### config.mk
export PLATFORM = sky130hd
export DESIGN_NAME = mem_wb_stage
export DESIGN_NICKNAME = d
export VERILOG_FILES = /design/src/rtl/mem_wb_stage_pkg.sv /design/src/rtl/mem_wb_stage_load_align.sv /design/src/rtl/mem_wb_stage.sv
export SDC_FILE = /design/constraint.sdc
export NUM_CORES = 1
export LEC_CHECK = 0
export BUFFER_PORTS_ARGS = -buffer_cell sky130_fd_sc_hd__clkbuf_2
export CORE_ASPECT_RATIO = 0.8
export CORE_MARGIN = 5
export CORE_UTILIZATION = 50
export CTS_BUF_LIST = sky130_fd_sc_hd__clkbuf_8
export DETAILED_ROUTE_END_ITERATION = 16
export PLACE_DENSITY = 0.79
export SETUP_SLACK_MARGIN = 0.1
export SKIP_CTS_REPAIR_TIMING = 1
export SLEW_MARGIN = 20
export SYNTH_ARGS = -nofsm -noshare
export SYNTH_HDL_FRONTEND = slang
export SYNTH_SLANG_ARGS = --single-unit
### constraint.sdc
create_clock -name clk -period 3.7 [get_ports clk]
set_input_delay 0.185 -clock clk [delete_from_list [all_inputs] [get_ports clk]]
set_output_delay 0.185 -clock clk [all_outputs]
set_load 0.005 [all_outputs]
### src/rtl/mem_wb_stage_pkg.sv
// Shared CPU definitions: register address width, writeback source
// encodings and load funct3 constants. Decode imports the same package.
package mem_wb_stage_pkg;

  localparam int unsigned REG_ADDR_W = 5;
  localparam int unsigned WB_SEL_W   = 2;
  localparam int unsigned FUNCT3_W   = 3;

  typedef enum logic [WB_SEL_W-1:0] {
    WB_ALU  = 2'd0,
    WB_LOAD = 2'd1,
    WB_PC4  = 2'd2,
    WB_CSR  = 2'd3
  } wb_sel_e;

  localparam logic [FUNCT3_W-1:0] F3_LB  = 3'b000;
  localparam logic [FUNCT3_W-1:0] F3_LH  = 3'b001;
  localparam logic [FUNCT3_W-1:0] F3_LW  = 3'b010;
  localparam logic [FUNCT3_W-1:0] F3_LBU = 3'b100;
  localparam logic [FUNCT3_W-1:0] F3_LHU = 3'b101;

endpackage

### src/rtl/mem_wb_stage_load_align.sv
// load_align: combinational load alignment and sign/zero extension.
// Ports:
//   funct3 - load type (LB, LH, LW, LBU, LHU)
//   offset - byte offset within the word (alu_result[1:0])
//   word   - raw SRAM read word
//   data   - aligned, extended load result
// Offset bits below the access size are ignored, so misaligned LH/LW
// simply read the naturally aligned halfword/word.
module load_align
  import mem_wb_stage_pkg::*;
#(
  parameter int unsigned XLEN = 32
) (
  input  logic [FUNCT3_W-1:0] funct3,
  input  logic [1:0]          offset,
  input  logic [XLEN-1:0]     word,
  output logic [XLEN-1:0]     data
);

  logic [7:0]  byte_v;
  logic [15:0] half_v;

  // Byte lane selected by the full offset, halfword lane by offset[1] only.
  assign byte_v = 8'(word >> {offset, 3'b000});
  assign half_v = 16'(word >> {offset[1], 4'b0000});

  always_comb begin
    data = word;
    case (funct3)
      F3_LB:   data = {{(XLEN-8){byte_v[7]}}, byte_v};
      F3_LBU:  data = {{(XLEN-8){1'b0}}, byte_v};
      F3_LH:   data = {{(XLEN-16){half_v[15]}}, half_v};
      F3_LHU:  data = {{(XLEN-16){1'b0}}, half_v};
      F3_LW:   data = word;
      default: data = word;
    endcase
  end

endmodule

### src/rtl/mem_wb_stage.sv
// mem_wb_stage: MEM/WB pipeline register and writeback mux.
// Ports:
//   clk, rst               - clock, asynchronous active-high reset
//   stall_i, flush_i       - hold WB contents / replace with a bubble
//   mem_*_i                - instruction fields and candidate results from MEM
//   dmem_rdata_i           - SRAM read word, valid while the load sits in WB
//   RegWrite, waddr_o,
//   wdata_o                - register file write port
//   wb_valid_o             - WB holds a real instruction (forwarding qualifier)
// Because the SRAM word is only valid in the first WB cycle, a stalled load
// captures its aligned value in a hold register and uses it afterwards.
module mem_wb_stage
  import mem_wb_stage_pkg::*;
#(
  parameter int unsigned XLEN = 32
) (
  input  logic                  clk,
  input  logic                  rst,
  input  logic                  stall_i,
  input  logic                  flush_i,
  input  logic                  mem_valid_i,
  input  logic                  mem_reg_write_i,
  input  logic [REG_ADDR_W-1:0] mem_rd_i,
  input  logic [WB_SEL_W-1:0]   mem_wb_sel_i,
  input  logic [FUNCT3_W-1:0]   mem_funct3_i,
  input  logic [XLEN-1:0]       mem_alu_result_i,
  input  logic [XLEN-1:0]       mem_pc4_i,
  input  logic [XLEN-1:0]       mem_csr_rdata_i,
  input  logic [XLEN-1:0]       dmem_rdata_i,
  output logic                  RegWrite,
  output logic [REG_ADDR_W-1:0] waddr_o,
  output logic [XLEN-1:0]       wdata_o,
  output logic                  wb_valid_o
);

  logic                  valid_q;
  logic                  reg_write_q;
  logic [REG_ADDR_W-1:0] rd_q;
  wb_sel_e               wb_sel_q;
  logic [FUNCT3_W-1:0]   funct3_q;
  logic [XLEN-1:0]       alu_q;
  logic [XLEN-1:0]       pc4_q;
  logic [XLEN-1:0]       csr_q;
  logic                  hold_valid_q;
  logic [XLEN-1:0]       hold_data_q;

  logic [XLEN-1:0]       load_live;
  logic [XLEN-1:0]       load_data;

  load_align #(.XLEN(XLEN)) u_load_align (
    .funct3 (funct3_q),
    .offset (alu_q[1:0]),
    .word   (dmem_rdata_i),
    .data   (load_live)
  );

  // Pipeline register: rst > flush > stall > advance.
  always_ff @(posedge clk or posedge rst) begin
    if (rst) begin
      valid_q      <= 1'b0;
      reg_write_q  <= 1'b0;
      rd_q         <= '0;
      wb_sel_q     <= WB_ALU;
      funct3_q     <= '0;
      alu_q        <= '0;
      pc4_q        <= '0;
      csr_q        <= '0;
      hold_valid_q <= 1'b0;
      hold_data_q  <= '0;
    end else if (flush_i) begin
      valid_q      <= 1'b0;
      reg_write_q  <= 1'b0;
      hold_valid_q <= 1'b0;
    end else if (stall_i) begin
      // First stalled cycle of a load: keep the word before the SRAM moves on.
      if (valid_q && (wb_sel_q == WB_LOAD) && !hold_valid_q) begin
        hold_valid_q <= 1'b1;
        hold_data_q  <= load_live;
      end
    end else begin
      valid_q      <= mem_valid_i;
      reg_write_q  <= mem_reg_write_i;
      rd_q         <= mem_rd_i;
      wb_sel_q     <= wb_sel_e'(mem_wb_sel_i);
      funct3_q     <= mem_funct3_i;
      alu_q        <= mem_alu_result_i;
      pc4_q        <= mem_pc4_i;
      csr_q        <= mem_csr_rdata_i;
      hold_valid_q <= 1'b0;
    end
  end

  assign load_data = hold_valid_q ? hold_data_q : load_live;

  // Writeback source mux.
  always_comb begin
    wdata_o = alu_q;
    case (wb_sel_q)
      WB_ALU:  wdata_o = alu_q;
      WB_LOAD: wdata_o = load_data;
      WB_PC4:  wdata_o = pc4_q;
      WB_CSR:  wdata_o = csr_q;
      default: wdata_o = alu_q;
    endcase
  end

  assign RegWrite   = valid_q & reg_write_q & (rd_q != '0);
  assign waddr_o    = rd_q;
  assign wb_valid_o = valid_q;

endmodule

After elaboration in Yosys (flattened, before gate mapping)
Cells that the tools add are included.

storage, ports and cells
  bits in registers = 141
  output and inout bits = 39
  input port bits = 144

operators by class
  eq/ne operators = 8
  shift-type cells = 2
  reductions and logical operators = 8
  bitwise gates (word level) = 4
  mux-type cells = 10

operators by type and width
  kind                                                                      count
  32-bit one-hot mux with 4 select lines                                    2
  32-bit 2-to-1 mux                                                         1
  32-bit by 5-bit >> shifter with 16-bit output                             1
  32-bit by 5-bit >> shifter with 8-bit output                              1
  1-bit 2-to-1 mux                                                          7
  3-bit == test (second input constant)                                     2
  5-bit nonzero test                                                        1
  2-bit == test (second input constant)                                     2
  3-bit by 1-bit == test with 1-bit output (second input constant)          1
  3-bit logical NOT                                                         1
  3-bit by 1-bit inequality test with 1-bit output (second input constant)  1
  3-bit AND reduction                                                       1
  1-bit AND                                                                 2
  2-bit by 1-bit == test with 1-bit output (second input constant)          1
  1-bit logical AND                                                         2
  2-bit logical NOT                                                         1
  2-bit by 1-bit inequality test with 1-bit output (second input constant)  1
  1-bit inverter                                                            2
  2-bit AND reduction                                                       1
  1-bit logical NOT                                                         1

Depth between registers and ports, before layout
Gate-level depths: netlist of run 1.

  word-level depth = 6
  depth in mapped cells = 7
  gate-level depth less buffers = 4

Hierarchy
Synthesis of run 1 repeated with hierarchy kept, for this count alone.

second synthesis, totals
  cells, all modules = 564
  area, all modules = 7056.8 um2

by module, submodules not included
  module        instances  sequential area each (um2)  cells each  area an instance (um2)
  mem_wb_stage  1          3528.4                      455         6428.7
  load_align    1          0.0                         109         628.1

Least setup slack after synthesis of run 1
Ideal clock, no wire load.

  path type = reg-to-output
  start point = register alu_q[1]
  end point = output wdata_o[31]
  stages on the path, launching flop included = 6
  data required time = 3.515 ns
  buffers on the path = 1
  slack = 2.023 ns
  arrival time = 1.492 ns
  path through = dfrtp_1 inv_1 mux4_2 a21oi_4 buf_6 a31oi_1

between the ends
  word-level cells in the longest chain between the ends = 4
  elaborated cells on any way between the ends = 5
  those cells by class = shift (2); mux (3)

RTL lines
  what                                                                                                                  RTL line                                                      text
  from (decl)                                                                                                           mem_wb_stage.sv:41                                            logic [XLEN-1:0] alu_q;
  from (signal assigned)                                                                                                mem_wb_stage.sv:86                                            alu_q <= mem_alu_result_i;
  32-bit by 5-bit >> shifter with 16-bit output / 32-bit by 5-bit >> shifter with 8-bit output (equally long branches)  mem_wb_stage_load_align.sv:25, mem_wb_stage_load_align.sv:24
  32-bit one-hot mux with 4 select lines (*)                                                                            mem_wb_stage_load_align.sv:29                                 case (funct3)
  32-bit 2-to-1 mux (*)                                                                                                 mem_wb_stage.sv:93                                            assign load_data = hold_valid_q ? hold_data_q : load_live;
  32-bit one-hot mux with 4 select lines (*)                                                                            mem_wb_stage.sv:98                                            case (wb_sel_q)
  to (decl)                                                                                                             mem_wb_stage.sv:32                                            output logic [XLEN-1:0] wdata_o,

Every way passes the cells marked *; elsewhere a longest branch is shown, timed or not.

Worst setup path after layout of run 1
  start point = register wb_sel_q[0]
  end point = output wdata_o[26]

between the ends
  word-level cells in the longest chain between the ends = 2
  elaborated cells on any way between the ends = 5
  those cells by class = eq/ne (3); mux (1); reduce/logical (1)

RTL lines
  what                                        RTL line            text
  from (decl)                                 mem_wb_stage.sv:39  wb_sel_e wb_sel_q;
  from (signal assigned)                      mem_wb_stage.sv:84  wb_sel_q <= wb_sel_e'(mem_wb_sel_i);
  2-bit == test (tied with other cells)       mem_wb_stage.sv:98
  32-bit one-hot mux with 4 select lines (*)  mem_wb_stage.sv:98

Marked as above.

==> impl_metrics.toml, run 1 <==
[status]
outcome = "completed"

[floorplanning]
die_x_um = 146
core-area_um2 = 14400
row_count = 39
ioPinCount = 183
start_util_pct = 51.4
die-area_um2 = 17400
fp.dieH_um = 119

[job]
cap_viol_max_count = 0

[detailed_routing]
num_vias = 6520
drc_errors = 0
detail-route-antenna-nets = 0
drt-initial-drc-count = 565
wl_per_cell_um = 19.3
first_pass_iters = 5
routed_wl_mm = 22.0
viasPerCell = 5.70

[final_layout]
nets = 1091
area_delta_synth_final_pct = 33.8
final_common_cell = "clkbuf_2"
layout_common_cells = "182 x clkbuf_2, 138 x dfrtp_1, 110 x dlygate4sd3_1"
antenna_cells = 0
drive_gt1_share_pct = 36.9

[timing]
drv_slew = 0
worst_slack_ns = 0.650
slew_headroom_pct = 39.1
fmax_mhz = 328
finalHoldViolCount = 0
worst_pin_slew_ns = 0.914
setup_viol = 0
fin_setup_tns_ns = 0
finalCritPeriodShare_pct = 82.4
fin_crit_ns = 3.05
final.setup_skew_ns = 0.0105
rsz0062_at_grt = "false"

[clocking]
clock_latency_ns = 0.45
htree_levels = 4
cts_root_buffer = "clkbuf_8"
cts_tree = "done"
clk_pin_slew_ns = 0.08
cts_sinks = 141
numCtsBuffers = 17
max-clock-path-buffers = 2

[global_route]
grt_first_pass_wirelength_mm = 32.3
grt_max_degree = 66
gr-total-overflow = 0
grt_antenna_before_repair = 1
grt_pass1_vias = 6077
track_usage_pct = 23.3

[worst_setup_path]
cp-start-kind = "flop"
r2r-end = "hold_data_q[23]"
r2r_slack_ns = 1.07
cp_max_fo = 40
worstPathArrival_ns = 2.86
regToRegStartpoint = "wb_sel_q[1]"
cp.required_ns = 3.51
crit_type = "flop to output port"
r2r_cells = 4
cp-end-kind = "output port"

[placement]
pre_cts_ws_ns = 1.03
dp_hpwl_mm = 14.7
place.gp.congestion = 0.908
port_buffers = 182

[synth]
ys_seq_area_share_pct = 47.7
netlist_instances = 679
async_flop_share_pct = 100
yosysWarningCount = 0
yosysUniqueCellTypes = 44
synth-edff-count = 0
syn_nets = 823
ys_ff_latch = 141
avgSynthCellArea_um2 = 10.9
synthesis.area_um2 = 7400
synth_flop_cell = "dfrtp_1"

[worst_hold_path]
whs_path_depth = 3
hold_start = "mem_valid_i"
hold_path.class = "input pin to flop"
min_to = "wb_valid_o"

[pwr]
powerDensity_nw_per_um2 = 462
peakVddDrop_v = 0.000358
power_leakage_uw = 0.00451
[where the power goes]
| part | switching, uW | internal [uW] | total (uW) |
|---|---|---|---|
| logic | 633 | 692 | 1330 |
| registers | 222 | 1830 | 2050 |
| clock network | 601 | 603 | 1200 |
| total | 1460 | 3120 | 4580 |
[how the worst max path moves through the flow]
stage | to | start | cells past startpoint
finish | wdata_o[26] | wb_sel_q[0] | 5
global route | wdata_o[24] | wb_sel_q[0] | 5
CTS | wdata_o[15] | hold_valid_q | 5
detailed placement | wdata_o[15] | hold_valid_q | 5
global placement | wdata_o[14] | hold_valid_q | 5
floorplan | alu_q[0] | rst | 1
[routing by layer]
layer / up-vias / global-route usage (%) / part of all wire, %
li1: 3024 / - / -
met1: 3174 / 32.5 / 42
met2: 281 / 35.2 / 47
met3: 39 / 7.37 / 8.4
met4: 2 / 6.93 / 2.1
met5: - / 0 / 0.059
[kinds of logic (layout without fill, tap and decap cells)]
group | Yosys count | in the layout | share of synthesized area, %
mux | 132 | 132 | 20.2
buf+inv | 83 | 363 | 4.95
compound gates | 195 | 195 | 18.6
flops | 141 | 141 | 47.7
simple gates | 128 | 128 | 8.62
[registers in the layout (all words and copies together) (netlist names)]
name and count:
alu_q 32, csr_q 32, funct3_q 3, hold_data_q 32
hold_valid_q 1, pc4_q 32, reg_write_q 1, waddr_o 5
wb_sel_q 2, wb_valid_o 1
[critical path, cell delays in order, from the launching register on]
cell,delay [ns]
dfrtp_2,0.84
nand2b_1,0.70
a2bb2oi_1,0.34
o21ai_0,0.16
a22oi_1,0.21
clkbuf_2,0.15
[synthesized netlist by cell type, types with 2 or more instances]
cell type,count,area (um^2)
a221o_1,7,70.1
nand3_1,9,45.0
dfrtp_1,141,3530
a211oi_1,12,90.1
nand2_1,53,199
nor3_1,6,30.0
buf_2,29,145
a21oi_4,2,32.5
nor2b_1,8,50.1
o221ai_1,2,17.5
mux2i_1,20,200
or3_1,2,12.5
a22oi_1,30,225
buf_1,4,15.0
o21ai_0,38,190
nor2_2,3,18.8
nor2_1,25,93.8
a22o_1,17,149
mux4_2,3,67.6
mux2_2,109,1230
a31oi_1,9,56.3
and3b_1,6,52.6
a2111oi_1,3,30.0
inv_1,28,105
clkbuf_1,17,63.8
nand2_2,2,12.5
a21oi_1,38,190
buf_4,3,22.5
nand2b_1,7,43.8
a2bb2oi_1,15,131
a2111oi_2,3,45.0
o211ai_1,16,120
[per-stage QoR]
step           hold WS [ns]  area (um^2)  instances  power, uW  util [%]
2_1_floorplan         0.251         7410        679       2850         -
6_report             0.0220         9900       1143       4580      68.8
5_1_grt              0.0211         9900       1143       4840      68.8
3_3_place_gp          0.313         8420       1002       3260      58.5
3_5_place_dp          0.319         8420       1002       3300      58.5
4_1_cts              -0.173         8800       1033       4500      61.1
[final cells by class]
| class | count | area [um^2] |
|---|---|---|
| Clock buffer | 18 | 248 |
| Clock inverter | 13 | 128 |
| Fill cell | 1059 | 4490 |
| Inverter | 29 | 113 |
| Multi-Input combinational cell | 455 | 3520 |
| Sequential cell | 141 | 3530 |
| Tap cell | 184 | 230 |
| Timing Repair Buffer | 303 | 2130 |
Power figures use the tool's default switching activity.
==> run 2: changes to the inputs <==
Clock period 3.7 ns to 2.55 ns, I/O delays scaled along.
==> impl_metrics.toml, run 2 (synthesized netlist as in run 1, its figures left out) <==
[status]
outcome = "completed"

[placement]
dp.cells = 1008
port_buffers = 182
dp_hpwl_mm = 14.8
place.gp.congestion = 0.886

[timing]
worst_pin_slew_ns = 0.692
finalHoldViolCount = 0
drv_slew = 0
final.setup_skew_ns = 0.0155
worst_hold_slack_ns = 0.0119
slew_headroom_pct = 52.7
fin_crit_ns = 2.53
fmax_mhz = 396
rsz0062_at_grt = "true"
finalCritPeriodShare_pct = 99.1
setup_viol = 0

[final_layout]
layout_common_cells = "175 x clkbuf_2, 136 x dfrtp_1, 117 x dlygate4sd3_1"
final_common_cell = "clkbuf_2"
drive_gt1_share_pct = 38.1
nets = 1106
area_delta_synth_final_pct = 37.3
fillCellCount = 1018
final_cell_count_no_fill = 1161

[detailed_routing]
num_vias = 6662
first_pass_iters = 6
drt-initial-drc-count = 567
detail-route-antenna-nets = 0
drc_errors = 0
routed_wl_mm = 23.1
wl_per_cell_um = 19.9
viasPerCell = 5.74

[floorplanning]
die-area_um2 = 17400
ioPinCount = 183
die_x_um = 146
core-area_um2 = 14400
row_count = 39
fp.dieH_um = 119
start_util_pct = 51.4

[worst_setup_path]
critPathSlowestCell = "a2111oi_1"
cp-start-kind = "flop"
cp_max_fo = 16
worstPathArrival_ns = 2.40
crit_chain = "nand2b_1 > a211oi_1 > a2111oi_1 > a221o_1 > clkbuf_2"
path_buf_inv = 1
crit_type = "flop to output port"
cp-end-kind = "output port"
crit_path_max_incr_delay_ns = 0.59
crit_family = "compound AO/OA/AOI/OAI gates"
cp.required_ns = 2.42

[pwr]
clkPwrFrac_pct = 27.7
intPower_uw = 4750
combPwrFrac_pct = 30.0
power_leakage_uw = 0.00462
p_switching_uw = 2150
power_frac_seq_pct = 42.3
powerDensity_nw_per_um2 = 678
peakVddDrop_v = 0.000420
swShare_pct = 31.1

[clocking]
cts_root_buffer = "clkbuf_8"
htree_levels = 4
cts_tree = "done"
clk_pin_slew_ns = 0.07
max-clock-path-buffers = 2
numCtsBuffers = 17
cts_sinks = 141
clock_latency_ns = 0.46

[global_route]
grt_max_degree = 70
grt_antenna_before_repair = 1
grt_pass1_vias = 6030
gr-total-overflow = 0
grt_first_pass_wirelength_mm = 32.6
track_usage_pct = 23.6

[job]
cap_viol_max_count = 0

[worst_hold_path]
hold_path.class = "input pin to flop"
==> run 2: power by group through the flow <==
stage | Combinational, uW | Sequential, uW | Clock, uW
after floorplan | 1300 | 2840 | 0
after global placement | 1800 | 2940 | 0
after detailed placement | 1830 | 2960 | 0
after CTS | 1830 | 2920 | 1940
after global routing | 2270 | 2970 | 2030
final | 2070 | 2920 | 1910
==> run 2: worst paths after layout <==
| path | startpoint | endpoint | slack [ns] | cells after the start |
|---|---|---|---|---|
| min | dmem_rdata_i[31] | hold_data_q[31] | 0.01 | 3 |
| min in group asynchronous | rst | alu_q[8] | 0.24 | 3 |
| min reg2reg | alu_q[7] | alu_q[7] | 0.51 | 1 |
| max | funct3_q[0] | wdata_o[1] | 0.02 | 5 |
| max in group asynchronous | rst | csr_q[21] | 1.57 | 4 |
| max reg2reg | wb_sel_q[1] | hold_data_q[29] | 0.42 | 5 |
==> run 2: worst reg2reg max path: stages, from the launching register on <==
cell,delay (ns)
dfrtp_4,0.61
buf_6,0.22
nand3b_4,0.18
or3_1,0.41
a21oi_4,0.42
a22oi_1,0.13
==> run 2: cell type report <==
type / instances / area, um^2 / area share (%)
Tap cell: 184 / 230 / 2.26
Multi-Input combinational cell: 455 / 3560 / 35.0
Clock inverter: 12 / 145 / 1.43
Inverter: 29 / 113 / 1.11
Timing Repair Buffer: 318 / 2300 / 22.6
Sequential cell: 141 / 3540 / 34.8
Clock buffer: 20 / 275 / 2.71
Antenna cell: 2 / 5.00 / 0.0492
==> run 2: metrics by stage <==
| step | total power [uW] | instance area [um^2] | util [%] | setup WS (ns) | setup TNS (ns) |
|---|---|---|---|---|---|
| finish | 6900 | 10200 | 70.6 | 0.0218 | 0 |
| global route | 7270 | 10200 | 70.6 | -0.0529 | -0.204 |
| CTS | 6690 | 8890 | 61.8 | -0.0233 | -0.0659 |
| detailed placement | 4790 | 8470 | 58.8 | 0.462 | 0 |
| global placement | 4740 | 8470 | 58.8 | 0.514 | 0 |
| floorplan | 4130 | 7410 | - | 0.659 | 0 |
==> run 2: metal layers <==
| layer | global-route usage (%) | part of all wire, % | up-vias | wire (um) |
|---|---|---|---|---|
| li1 | - | - | 3072 | - |
| met1 | 34.8 | 42 | 3237 | 9670 |
| met4 | 6.17 | 2.0 | 0 | 459 |
| met5 | 0 | 0 | - | 0 |
| met2 | 34.7 | 48 | 314 | 11100 |
| met3 | 6.34 | 8.0 | 39 | 1850 |
